## src/rtl/kv_ledger_pkg.sv

```systemverilog
// Shared codes for the key/balance ledger: request signals, kinds,
// response status values and the controller state encoding.
package kv_ledger_pkg;

   localparam logic [1:0] SIG_IDLE  = 2'd0;
   localparam logic [1:0] SIG_QUERY = 2'd1;
   localparam logic [1:0] SIG_TXN   = 2'd2;

   localparam logic KIND_DEBIT  = 1'b0;
   localparam logic KIND_CREDIT = 1'b1;

   localparam logic [1:0] ST_OK        = 2'd0;
   localparam logic [1:0] ST_NOT_FOUND = 2'd1;
   localparam logic [1:0] ST_RANGE     = 2'd2;
   localparam logic [1:0] ST_FULL      = 2'd3;

   typedef enum logic [1:0] {
      S_IDLE,
      S_SCAN,
      S_UPDATE,
      S_RESP
   } state_t;

endpackage

```

## src/rtl/kv_req_fifo.sv

```systemverilog
// Small synchronous request queue with full/empty flags.
// Pushes while full are ignored; the caller flags them as drops.
module kv_req_fifo #(
   parameter int W     = 8,
   parameter int DEPTH = 2
) (
   input  logic         clk,
   input  logic         rst,
   input  logic         push,
   input  logic         pop,
   input  logic [W-1:0] wdata,
   output logic [W-1:0] rdata,
   output logic         full,
   output logic         empty
);

   localparam int AW = (DEPTH > 1) ? $clog2(DEPTH) : 1;
   localparam int CW = $clog2(DEPTH + 1);
   localparam logic [AW-1:0] LAST = AW'(DEPTH - 1);

   logic [W-1:0]  r_mem [DEPTH];
   logic [AW-1:0] r_wp;
   logic [AW-1:0] r_rp;
   logic [CW-1:0] r_cnt;
   logic          w_wr;
   logic          w_rd;

   assign full  = (r_cnt == CW'(DEPTH));
   assign empty = (r_cnt == '0);
   assign w_wr  = push && !full;
   assign w_rd  = pop && !empty;
   assign rdata = r_mem[r_rp];

   always_ff @(posedge clk) begin
      if (w_wr) r_mem[r_wp] <= wdata;
   end

   always_ff @(posedge clk or posedge rst) begin
      if (rst) begin
         r_wp  <= '0;
         r_rp  <= '0;
         r_cnt <= '0;
      end else begin
         if (w_wr) r_wp <= (r_wp == LAST) ? '0 : r_wp + 1'b1;
         if (w_rd) r_rp <= (r_rp == LAST) ? '0 : r_rp + 1'b1;
         if (w_wr && !w_rd) r_cnt <= r_cnt + 1'b1;
         else if (!w_wr && w_rd) r_cnt <= r_cnt - 1'b1;
      end
   end

endmodule

```

## src/rtl/kv_ledger.sv

```systemverilog
// Key/balance ledger: queued debit/credit/query requests resolved by a
// fixed-latency linear scan of the table, one response per request.
module kv_ledger
   import kv_ledger_pkg::*;
#(
   parameter int DEPTH      = 16,
   parameter int KEY_W      = 32,
   parameter int VAL_W      = 32,
   parameter int FIFO_DEPTH = 2
) (
   input  logic             tick_in,
   input  logic             reset_in,
   input  logic [1:0]       signal,
   input  logic [KEY_W-1:0] key,
   input  logic             transact_kind,
   input  logic [VAL_W-1:0] transact_value,
   output logic             busy,
   output logic             resp_valid,
   output logic [1:0]       resp_status,
   output logic [KEY_W-1:0] resp_key,
   output logic [VAL_W-1:0] resp_balance,
   output logic             drop_sticky
);

   localparam int IW = $clog2(DEPTH);
   localparam int RW = 2 + KEY_W + 1 + VAL_W;
   localparam logic [IW-1:0] LAST = IW'(DEPTH - 1);

   logic          w_push;
   logic          w_pop;
   logic          w_full;
   logic          w_empty;
   logic [RW-1:0] w_rdata;

   state_t           r_state;
   logic [1:0]       r_sig;
   logic [KEY_W-1:0] r_key;
   logic             r_kind;
   logic [VAL_W-1:0] r_val;
   logic [IW-1:0]    r_idx;
   logic [IW-1:0]    r_hit_idx;
   logic [IW-1:0]    r_free_idx;
   logic             r_hit;
   logic             r_free;

   logic [KEY_W-1:0] r_keys [DEPTH];
   logic [VAL_W-1:0] r_bals [DEPTH];
   logic [DEPTH-1:0] r_valid;

   logic [VAL_W-1:0] w_cur;
   logic [VAL_W:0]   w_sum;
   logic [VAL_W:0]   w_diff;
   logic [1:0]       w_st;
   logic [VAL_W-1:0] w_res;
   logic             w_we;
   logic             w_alloc;
   logic [IW-1:0]    w_widx;
   logic [VAL_W-1:0] w_wbal;

   assign w_push = !((signal == SIG_IDLE) || (signal == 2'b11));
   assign w_pop  = (r_state == S_IDLE) && !w_empty;
   assign busy   = (r_state != S_IDLE) || !w_empty;

   kv_req_fifo #(
      .W     (RW),
      .DEPTH (FIFO_DEPTH)
   ) u_fifo (
      .clk   (tick_in),
      .rst   (reset_in),
      .push  (w_push),
      .pop   (w_pop),
      .wdata ({signal, key, transact_kind, transact_value}),
      .rdata (w_rdata),
      .full  (w_full),
      .empty (w_empty)
   );

   // Wide sum/difference so carry and borrow are visible before any write.
   assign w_cur  = r_bals[r_hit_idx];
   assign w_sum  = {1'b0, w_cur} + {1'b0, r_val};
   assign w_diff = {1'b0, w_cur} - {1'b0, r_val};

   always_comb begin
      w_st    = ST_OK;
      w_res   = '0;
      w_we    = 1'b0;
      w_alloc = 1'b0;
      w_widx  = r_hit_idx;
      w_wbal  = w_cur;
      if (r_sig == SIG_QUERY) begin
         if (r_hit) w_res = w_cur;
         else       w_st  = ST_NOT_FOUND;
      end else if (r_kind == KIND_CREDIT) begin
         if (r_hit) begin
            w_res = w_cur;
            if (w_sum[VAL_W]) begin
               w_st = ST_RANGE;
            end else begin
               w_res  = w_sum[VAL_W-1:0];
               w_wbal = w_sum[VAL_W-1:0];
               w_we   = 1'b1;
            end
         end else if (r_free) begin
            w_res   = r_val;
            w_wbal  = r_val;
            w_widx  = r_free_idx;
            w_we    = 1'b1;
            w_alloc = 1'b1;
         end else begin
            w_st = ST_FULL;
         end
      end else begin
         if (!r_hit) begin
            w_st = ST_NOT_FOUND;
         end else if (w_diff[VAL_W]) begin
            w_st  = ST_RANGE;
            w_res = w_cur;
         end else begin
            w_res  = w_diff[VAL_W-1:0];
            w_wbal = w_diff[VAL_W-1:0];
            w_we   = 1'b1;
         end
      end
   end

   always_ff @(posedge tick_in) begin
      if (r_state == S_UPDATE && w_we) begin
         r_bals[w_widx] <= w_wbal;
         if (w_alloc) r_keys[w_widx] <= r_key;
      end
   end

   always_ff @(posedge tick_in or posedge reset_in) begin
      if (reset_in) begin
         r_state      <= S_IDLE;
         r_sig        <= '0;
         r_key        <= '0;
         r_kind       <= 1'b0;
         r_val        <= '0;
         r_idx        <= '0;
         r_hit_idx    <= '0;
         r_free_idx   <= '0;
         r_hit        <= 1'b0;
         r_free       <= 1'b0;
         r_valid      <= '0;
         resp_valid   <= 1'b0;
         resp_status  <= '0;
         resp_key     <= '0;
         resp_balance <= '0;
         drop_sticky  <= 1'b0;
      end else begin
         resp_valid <= 1'b0;
         if (w_push && w_full) drop_sticky <= 1'b1;
         unique case (r_state)
            S_IDLE: begin
               if (!w_empty) begin
                  {r_sig, r_key, r_kind, r_val} <= w_rdata;
                  r_idx   <= '0;
                  r_hit   <= 1'b0;
                  r_free  <= 1'b0;
                  r_state <= S_SCAN;
               end
            end
            S_SCAN: begin
               if (r_valid[r_idx] && r_keys[r_idx] == r_key) begin
                  r_hit     <= 1'b1;
                  r_hit_idx <= r_idx;
               end
               if (!r_valid[r_idx] && !r_free) begin
                  r_free     <= 1'b1;
                  r_free_idx <= r_idx;
               end
               if (r_idx == LAST) r_state <= S_UPDATE;
               else               r_idx   <= r_idx + 1'b1;
            end
            S_UPDATE: begin
               if (w_alloc) r_valid[w_widx] <= 1'b1;
               resp_status  <= w_st;
               resp_balance <= w_res;
               r_state      <= S_RESP;
            end
            S_RESP: begin
               resp_valid <= 1'b1;
               resp_key   <= r_key;
               r_state    <= S_IDLE;
            end
            default: r_state <= S_IDLE;
         endcase
      end
   end

endmodule

```

## config.mk

```make
export PLATFORM = sky130hd
export DESIGN_NAME = kv_ledger
export DESIGN_NICKNAME = d
export VERILOG_FILES = /design/src/rtl/kv_ledger_pkg.sv /design/src/rtl/kv_req_fifo.sv /design/src/rtl/kv_ledger.sv
export SDC_FILE = /design/constraint.sdc
export NUM_CORES = 2
export LEC_CHECK = 0
export ABC_AREA = 1
export ABC_CLOCK_PERIOD_IN_PS = 6200
export CORE_MARGIN = 4
export CORE_UTILIZATION = 26
export CTS_CLUSTER_SIZE = 16
export DETAILED_ROUTE_END_ITERATION = 12
export HOLD_SLACK_MARGIN = 0.03
export SETUP_SLACK_MARGIN = 0.3
export SYNTH_ARGS = -nofsm -noshare
export SYNTH_HDL_FRONTEND = slang
export SYNTH_HIERARCHICAL = 1
export SYNTH_SLANG_ARGS = --single-unit
```

## constraint.sdc

```tcl
create_clock -name tick_in -period 6.2 [get_ports tick_in]
set_input_delay 1.24 -clock tick_in [delete_from_list [all_inputs] [get_ports tick_in]]
set_output_delay 1.24 -clock tick_in [all_outputs]
set_load 0.02 [all_outputs]
```

==> Word level (Yosys, flattened, before mapping) <==
Memory sizes are Yosys's and may differ from the RTL's. A register that Yosys moved wholly into a read port is not among the register bits.
Index checks and enable logic that the tools add are counted.
{ "word_totals": {"register_bits": 104, "latch_bits": 0, "mem_bits_rw": 1158, "romBits": 0, "input_bits": 69, "mem_count": 3} }
{ "mem_list": {"columns": ["memory", "depth", "width", "read_ports", "rd_clocked_by_memory_dff", "wr", "line_no", "text"], "rows": [
  ["r_bals", 16, 32, 1, 0, 1, "kv_ledger.sv:47", "logic [VAL_W-1:0] r_bals [DEPTH];"],
  ["r_keys", 16, 32, 1, 0, 1, "kv_ledger.sv:46", "logic [KEY_W-1:0] r_keys [DEPTH];"],
  ["u_fifo.r_mem", 2, 67, 1, 1, 1, "kv_req_fifo.sv:21", "logic [W-1:0] r_mem [DEPTH];"]
]} }
{ "classes": {"n_addsub": 7, "n_mul": 0, "div": 0, "magnitude_cmp": 3, "n_eq_ne": 13, "shift": 0, "mux": 62, "n_bitwise": 2, "n_reduce_logical": 33} }
{ "op_table": {"columns": ["op", "n"], "rows": [
  ["two-way mux 32 bit", 13],
  ["adder 32 x 32 -> 33 bit", 1],
  ["subtractor 32 x 32 -> 33 bit", 1],
  ["equality test 32 bit", 1],
  ["two-way mux 1 bit", 26],
  ["two-way mux 4 bit", 6],
  ["two-way mux 2 bit", 11],
  ["OR 16 bit", 1],
  ["logical AND 1 bit", 10],
  ["< comparator 4 x 5 -> 1 bit, second input constant", 2],
  ["inequality test 2 bit, second input constant", 5],
  ["AND reduction 2 bit", 5],
  ["AND reduction 3 bit", 3],
  ["equality test 2 bit, second input constant", 4],
  ["one-hot mux 2 bit (4 select lines)", 1],
  ["one-hot mux 4 bit (2 select lines)", 1],
  ["zero test 1 bit", 7],
  ["zero test 2 bit", 3],
  ["nonzero test 2 bit", 3],
  ["adder 4 x 1 -> 4 bit, second input constant", 1],
  ["binary-select mux 1 bit (select 4 bit)", 1],
  ["demux 1 bit (select 4 bit)", 1],
  ["equality test 2 x 1 -> 1 bit, second input constant", 2],
  ["equality test 4 bit, second input constant", 1],
  ["7 further kinds", 10]
]} }

==> Logic depth before layout (Yosys ltp) <==
{ "logic_depth": {"word_depth": 9, "ltp_mapped": 27, "mapped_depth_nobuf": 26} }

==> Hierarchy <==
The synthesis kept the hierarchy.
{ "modules_own_cells": {"columns": ["mod", "instances", "cells_per_inst", "area_per_inst_um2", "seq_area_each_um2"], "rows": [
  ["kv_ledger", 1, 5348, 54172.0, 34928.5],
  ["kv_req_fifo", 1, 383, 5113.7, 4124.0]
]} }

==> Least setup slack after synthesis <==
OpenSTA, ideal clock, no wires.
{ "synth_path": {"kind": "reg2reg", "startpoint": "reg r_hit_idx[0]", "endpoint": "mem r_keys[3][0] (enable)", "setup_time_ns": 0.461, "arrival_ns": 5.252, "path_slack_ns": 0.486, "stages_incl_launch_ff": 21, "path_buffers": 3, "synth_period_minus_slack_ns": 5.714, "path_cell_list": "dfrtp_1 -> inv_2 -> buf_2 -> buf_2 -> nor2_1 -> o211ai_1 -> nand3_1 -> nand2_1 -> inv_1 -> ha_1 -> fa_1 -> o21ai_2 -> a21oi_2 -> o21ai_2 -> nand2_2 -> a21oi_2 -> nand2_1 -> nand2_1 -> nand2_1 -> buf_2 -> nor3_1"} }
{ "synth_between": {"elab_chain_len": 9, "elab_cells_between_ends": 16, "classes_between": "add/sub: 2; mux: 12; reduce/logical: 1; memory: 1"} }
{ "synth_lines": {"columns": ["item", "line_no", "text"], "rows": [
  ["start: declaration", "kv_ledger.sv:41", "logic [IW-1:0] r_hit_idx;"],
  ["start signal: assignment", "kv_ledger.sv:167", "r_hit_idx <= r_idx;"],
  ["memory read (16 x 32 bit)", null, null],
  ["subtractor 32 x 32 -> 33 bit / adder 32 x 32 -> 33 bit (equally long branches)", "kv_ledger.sv:81, kv_ledger.sv:80", null],
  ["two-way mux 1 bit, on equally long branches", "kv_ledger.sv:115, kv_ledger.sv:96", null],
  ["two-way mux 1 bit, on equally long branches", "kv_ledger.sv:113, kv_ledger.sv:94", null],
  ["two-way mux 1 bit", "kv_ledger.sv:93", "end else if (r_kind == KIND_CREDIT) begin"],
  ["two-way mux 1 bit", "kv_ledger.sv:90", "if (r_sig == SIG_QUERY) begin"],
  ["logical AND 1 bit", "kv_ledger.sv:127", "if (r_state == S_UPDATE && w_we) begin"],
  ["two-way mux 1 bit", "kv_ledger.sv:127", null],
  ["two-way mux 1 bit (implied by the code)", "kv_ledger.sv:129", "if (w_alloc) r_keys[w_widx] <= r_key;"],
  ["end: declaration", "kv_ledger.sv:46", null]
]} }
Parallel ways exist; a longest one is shown, timed or not.

==> Worst setup path in the final report <==
{ "layout_path": {"startpoint": "reg r_hit_idx[0]", "endpoint": "mem r_bals[7][31], data pin"} }
{ "layout_between": {"elab_chain_len": 6, "elab_cells_between_ends": 10, "classes_between": "add/sub: 2; mux: 7; memory: 1"} }
{ "layout_lines": {"columns": ["item", "line_no", "text"], "rows": [
  ["memory read (16 x 32 bit) *", null, null],
  ["subtractor 32 x 32 -> 33 bit / adder 32 x 32 -> 33 bit (equally long branches)", "kv_ledger.sv:81, kv_ledger.sv:80", null],
  ["two-way mux 32 bit, on equally long branches", "kv_ledger.sv:115, kv_ledger.sv:96", null],
  ["two-way mux 32 bit, on equally long branches", "kv_ledger.sv:113, kv_ledger.sv:94", null],
  ["two-way mux 32 bit", "kv_ledger.sv:93", null],
  ["two-way mux 32 bit *", "kv_ledger.sv:90", null],
  ["net w_wbal[31]", "kv_ledger.sv:58", "logic [VAL_W-1:0] w_wbal;"],
  ["end: declaration", "kv_ledger.sv:47", null]
]} }
Mark *: on every way through the listed nets, which the timed path passes. The rest lies on a longest branch.

==> flow_metrics.py <==
metrics = {
    "flow_run": {
        "maxCapViolCount": 0,
    },
    "worst_setup_path": {
        "critPathLaunchType": "flip-flop",
        "crit_type": "reg -> reg",
        "required_ns": 6.79,
        "crit_fanout": 70,
        "critPathCaptureType": "flip-flop",
        "rrSetupSlack_ns": 0.70,
        "crit_arrival_ns": 6.08,
    },
    "logic_synthesis": {
        "synth_flop_cell": "edfxtp_1",
        "netlist_area_um2": 59300,
        "yosysTopAreaCellShare": 0.587,
        "synth_common_cells": "nand2_1 (1374), edfxtp_1 (1158), nor2_1 (729)",
        "synth_nets": 5873,
        "synth_async_sr_flop_share": 0.129,
        "ys_warn_count": 6,
        "synth_edf_count": 1158,
        "syn-mean-instance-area_um2": 10.3,
        "ys_ff_latch": 1329,
        "ys_seq_area_frac": 0.659,
        "ys_types": 47,
        "synth_top_area_cell": "edfxtp_1",
        "netlist_instances": 5731,
        "synth.area.top_cells": "edfxtp_1 (59%), nand2_1 (8.7%), dfrtp_1 (7.2%)",
        "synth_most_common_cell": "nand2_1",
    },
    "placed_design": {
        "hpwl_mm": 109,
        "gp_congestion": 0.942,
        "portBuffers": 137,
    },
    "global_routing": {
        "overflow": 0,
        "grt_pass1_wl_mm": 264,
        "grt_usage": 0.145,
        "grt_max_degree": 182,
        "first_global_vias": 41300,
        "antenna_found_initial": 3,
    },
    "floorplanning": {
        "die_w_um": 486,
        "dieArea_um2": 236000,
        "ios": 138,
        "fp.dieH_um": 486,
        "start_util": 0.261,
        "core_um2": 227000,
        "row_count": 175,
    },
    "clock_network": {
        "cts_tree": "yes",
        "clock-root-buffer": "clkbuf_16",
        "post-cts-setup-buffers": 0,
        "ctsHoldBuffers": 0,
        "worstSkewPairLatency_ns": 0.77,
        "path_clk_slew_ns": 0.06,
        "cts_buffers": 132,
        "cts_resized": 0,
        "htree_num_levels": 4,
        "cts.path.max_buffers": 3,
        "cts_sinks": 1329,
    },
    "routing": {
        "drt_first_pass_iters": 7,
        "route.detailed.wl_per_inst_um": 19.7,
        "vias_per_cell": 4.73,
        "wirelength_mm": 176,
        "ant_nets": 0,
        "drt_iter0_drc": 4367,
        "num_vias": 42200,
        "route.detailed.drc": 0,
    },
    "final_layout": {
        "final_util": 0.303,
        "nFillCells": 23000,
        "areaGrowthSynthToFinish_pct": 15.9,
        "layout-drive-gt1-share": 0.0693,
        "final_nets": 5963,
    },
    "sta": {
        "finalClockSkew_ns": 0.0324,
        "fmax_mhz": 182,
        "drv_slew": 0,
        "rsz0062_at_grt": "no",
        "fin_crit_ns": 5.50,
        "worstMarginPinSlew_ns": 1.09,
        "finalSetupTns_ns": 0,
        "relSlewSlack": 0.270,
        "timing.final.crit_share": 0.887,
        "hold_viol_final": 0,
        "finalSetupViolations": 0,
    },
    "pwr": {
        "p_leak_nw": 25.5,
        "peakVddDrop_mv": 0.410,
        "power_density_nw_per_um2": 424,
    },
    "status": {
        "status": "completed",
    },
    "worst_hold_path": {
        "hold_class": "reg -> reg",
    },
}
-- registers in the layout (all words and copies together) (netlist names) --
| signal | flops |
|---|---|
| r_free_idx | 4 |
| drop_sticky | 1 |
| r_keys | 512 |
| resp_key | 32 |
| r_state | 2 |
| r_kind | 1 |
| r_hit | 1 |
| r_bals | 512 |
| u_fifo/r_wp | 1 |
| resp_balance | 32 |
| r_val | 32 |
| r_key | 32 |
| u_fifo/r_mem | 134 |
| resp_status | 2 |
| r_hit_idx | 4 |
| r_valid | 16 |
| resp_valid | 1 |
| u_fifo/r_cnt | 2 |
| u_fifo/r_rp | 1 |
| r_idx | 4 |
| r_sig | 2 |
| r_free | 1 |
-- stage by stage --
stage | instance area (um2) | power, W | setup WS [ns] | std cells | hold slack (ns)
3_5_place_dp | 64500 | 0.0214 | 0.810 | 8696 | 0.445
4_1_cts | 68700 | 0.0293 | 0.781 | 8937 | 0.458
3_3_place_gp | 64500 | 0.0213 | 0.780 | 8696 | 0.443
5_1_grt | 68700 | 0.0306 | 0.354 | 8938 | 0.484
6_report | 68700 | 0.0292 | 0.703 | 8939 | 0.456
2_1_floorplan | 59300 | 0.0177 | 0.442 | 5731 | 0.428
-- cells in the final DEF (no fill, tap or decap), types with 94 or more instances in the layout --
cell type and count:
o211ai_1 102, edfxtp_1 1158, nand2_1 1373, inv_1 411, clkdlybuf4s50_1 137, a21oi_1 209, o21ai_0 538, buf_4 94
nor2_1 697, dfrtp_1 163, clkbuf_16 139, nand3_1 366
-- critical path: stages, from the launching register on --
cell      delay (ns)
dfrtp_4         0.55
inv_6           0.37
buf_12          0.34
buf_12          0.22
nor2_1          0.05
nor2_1          0.07
o21ai_0         0.10
o211ai_1        0.12
nand3_1         0.14
nand2_1         0.29
ha_1            0.37
a21oi_1         0.54
o21ai_0         0.39
a21oi_1         0.43
nor2_1          0.08
nor2_1          0.22
nand2_1         0.08
nand2_1         0.06
nand3_1         0.19
nand2_1         0.14
nand3_1         0.10
o21ai_0         0.14
buf_4           0.25
-- report_power, final --
group | internal (W) | switching [W]
clock | 0.00442 | 0.00345
sequential | 0.0115 | 0.00107
combinational | 0.00250 | 0.00623
-- path summary, 6_finish.rpt --
| kind | from | to | depth (start not counted) |
|---|---|---|---|
| worst max-delay path | r_hit_idx[0]$_DFFE_PP0P_ | r_bals[7][31]$_DFFE_PP_ | 22 |
| worst min-delay path | r_valid[7]$_DFFE_PP0P_ | r_valid[7]$_DFFE_PP0P_ | 2 |
| worst max register to register | r_hit_idx[0]$_DFFE_PP0P_ | r_bals[7][31]$_DFFE_PP_ | 22 |
| worst min register to register | r_valid[7]$_DFFE_PP0P_ | r_valid[7]$_DFFE_PP0P_ | 2 |
| max in group asynchronous | reset_in | resp_balance[24]$_DFFE_PP0P_ | 3 |
| min in group asynchronous | reset_in | u_fifo/r_cnt[0]$_DFFE_PP0P_ | 2 |
-- routing by layer --
metal	GRT usage	wire, um
met1	0.200	78100
met2	0.234	81100
met3	0.0199	11400
met4	0.0505	5870
met5	0	0
-- layout make-up --
cell class                 count  area [um2]  area share
tap                         3009        3760      0.0548
clock inverter                70         537     0.00781
sequential                  1329       39100       0.568
antenna                        2        5.00   0.0000728
timing repair buffer         264        2740      0.0398
clock buffer                 171        3680      0.0535
inverter                     441        1680      0.0244
multi-input combinational   3653       17300       0.251
-- logic make-up after synthesis --
family,after synthesis,share of synthesized area
flops,1329,0.659
fa+ha+maj,73,0.0157
compound gates,1020,0.0962
xor+xnor,32,0.00473
mux,1,0.000190
buf+inv,749,0.0545
simple gates,2527,0.170
(Power assumes the default switching activity.)
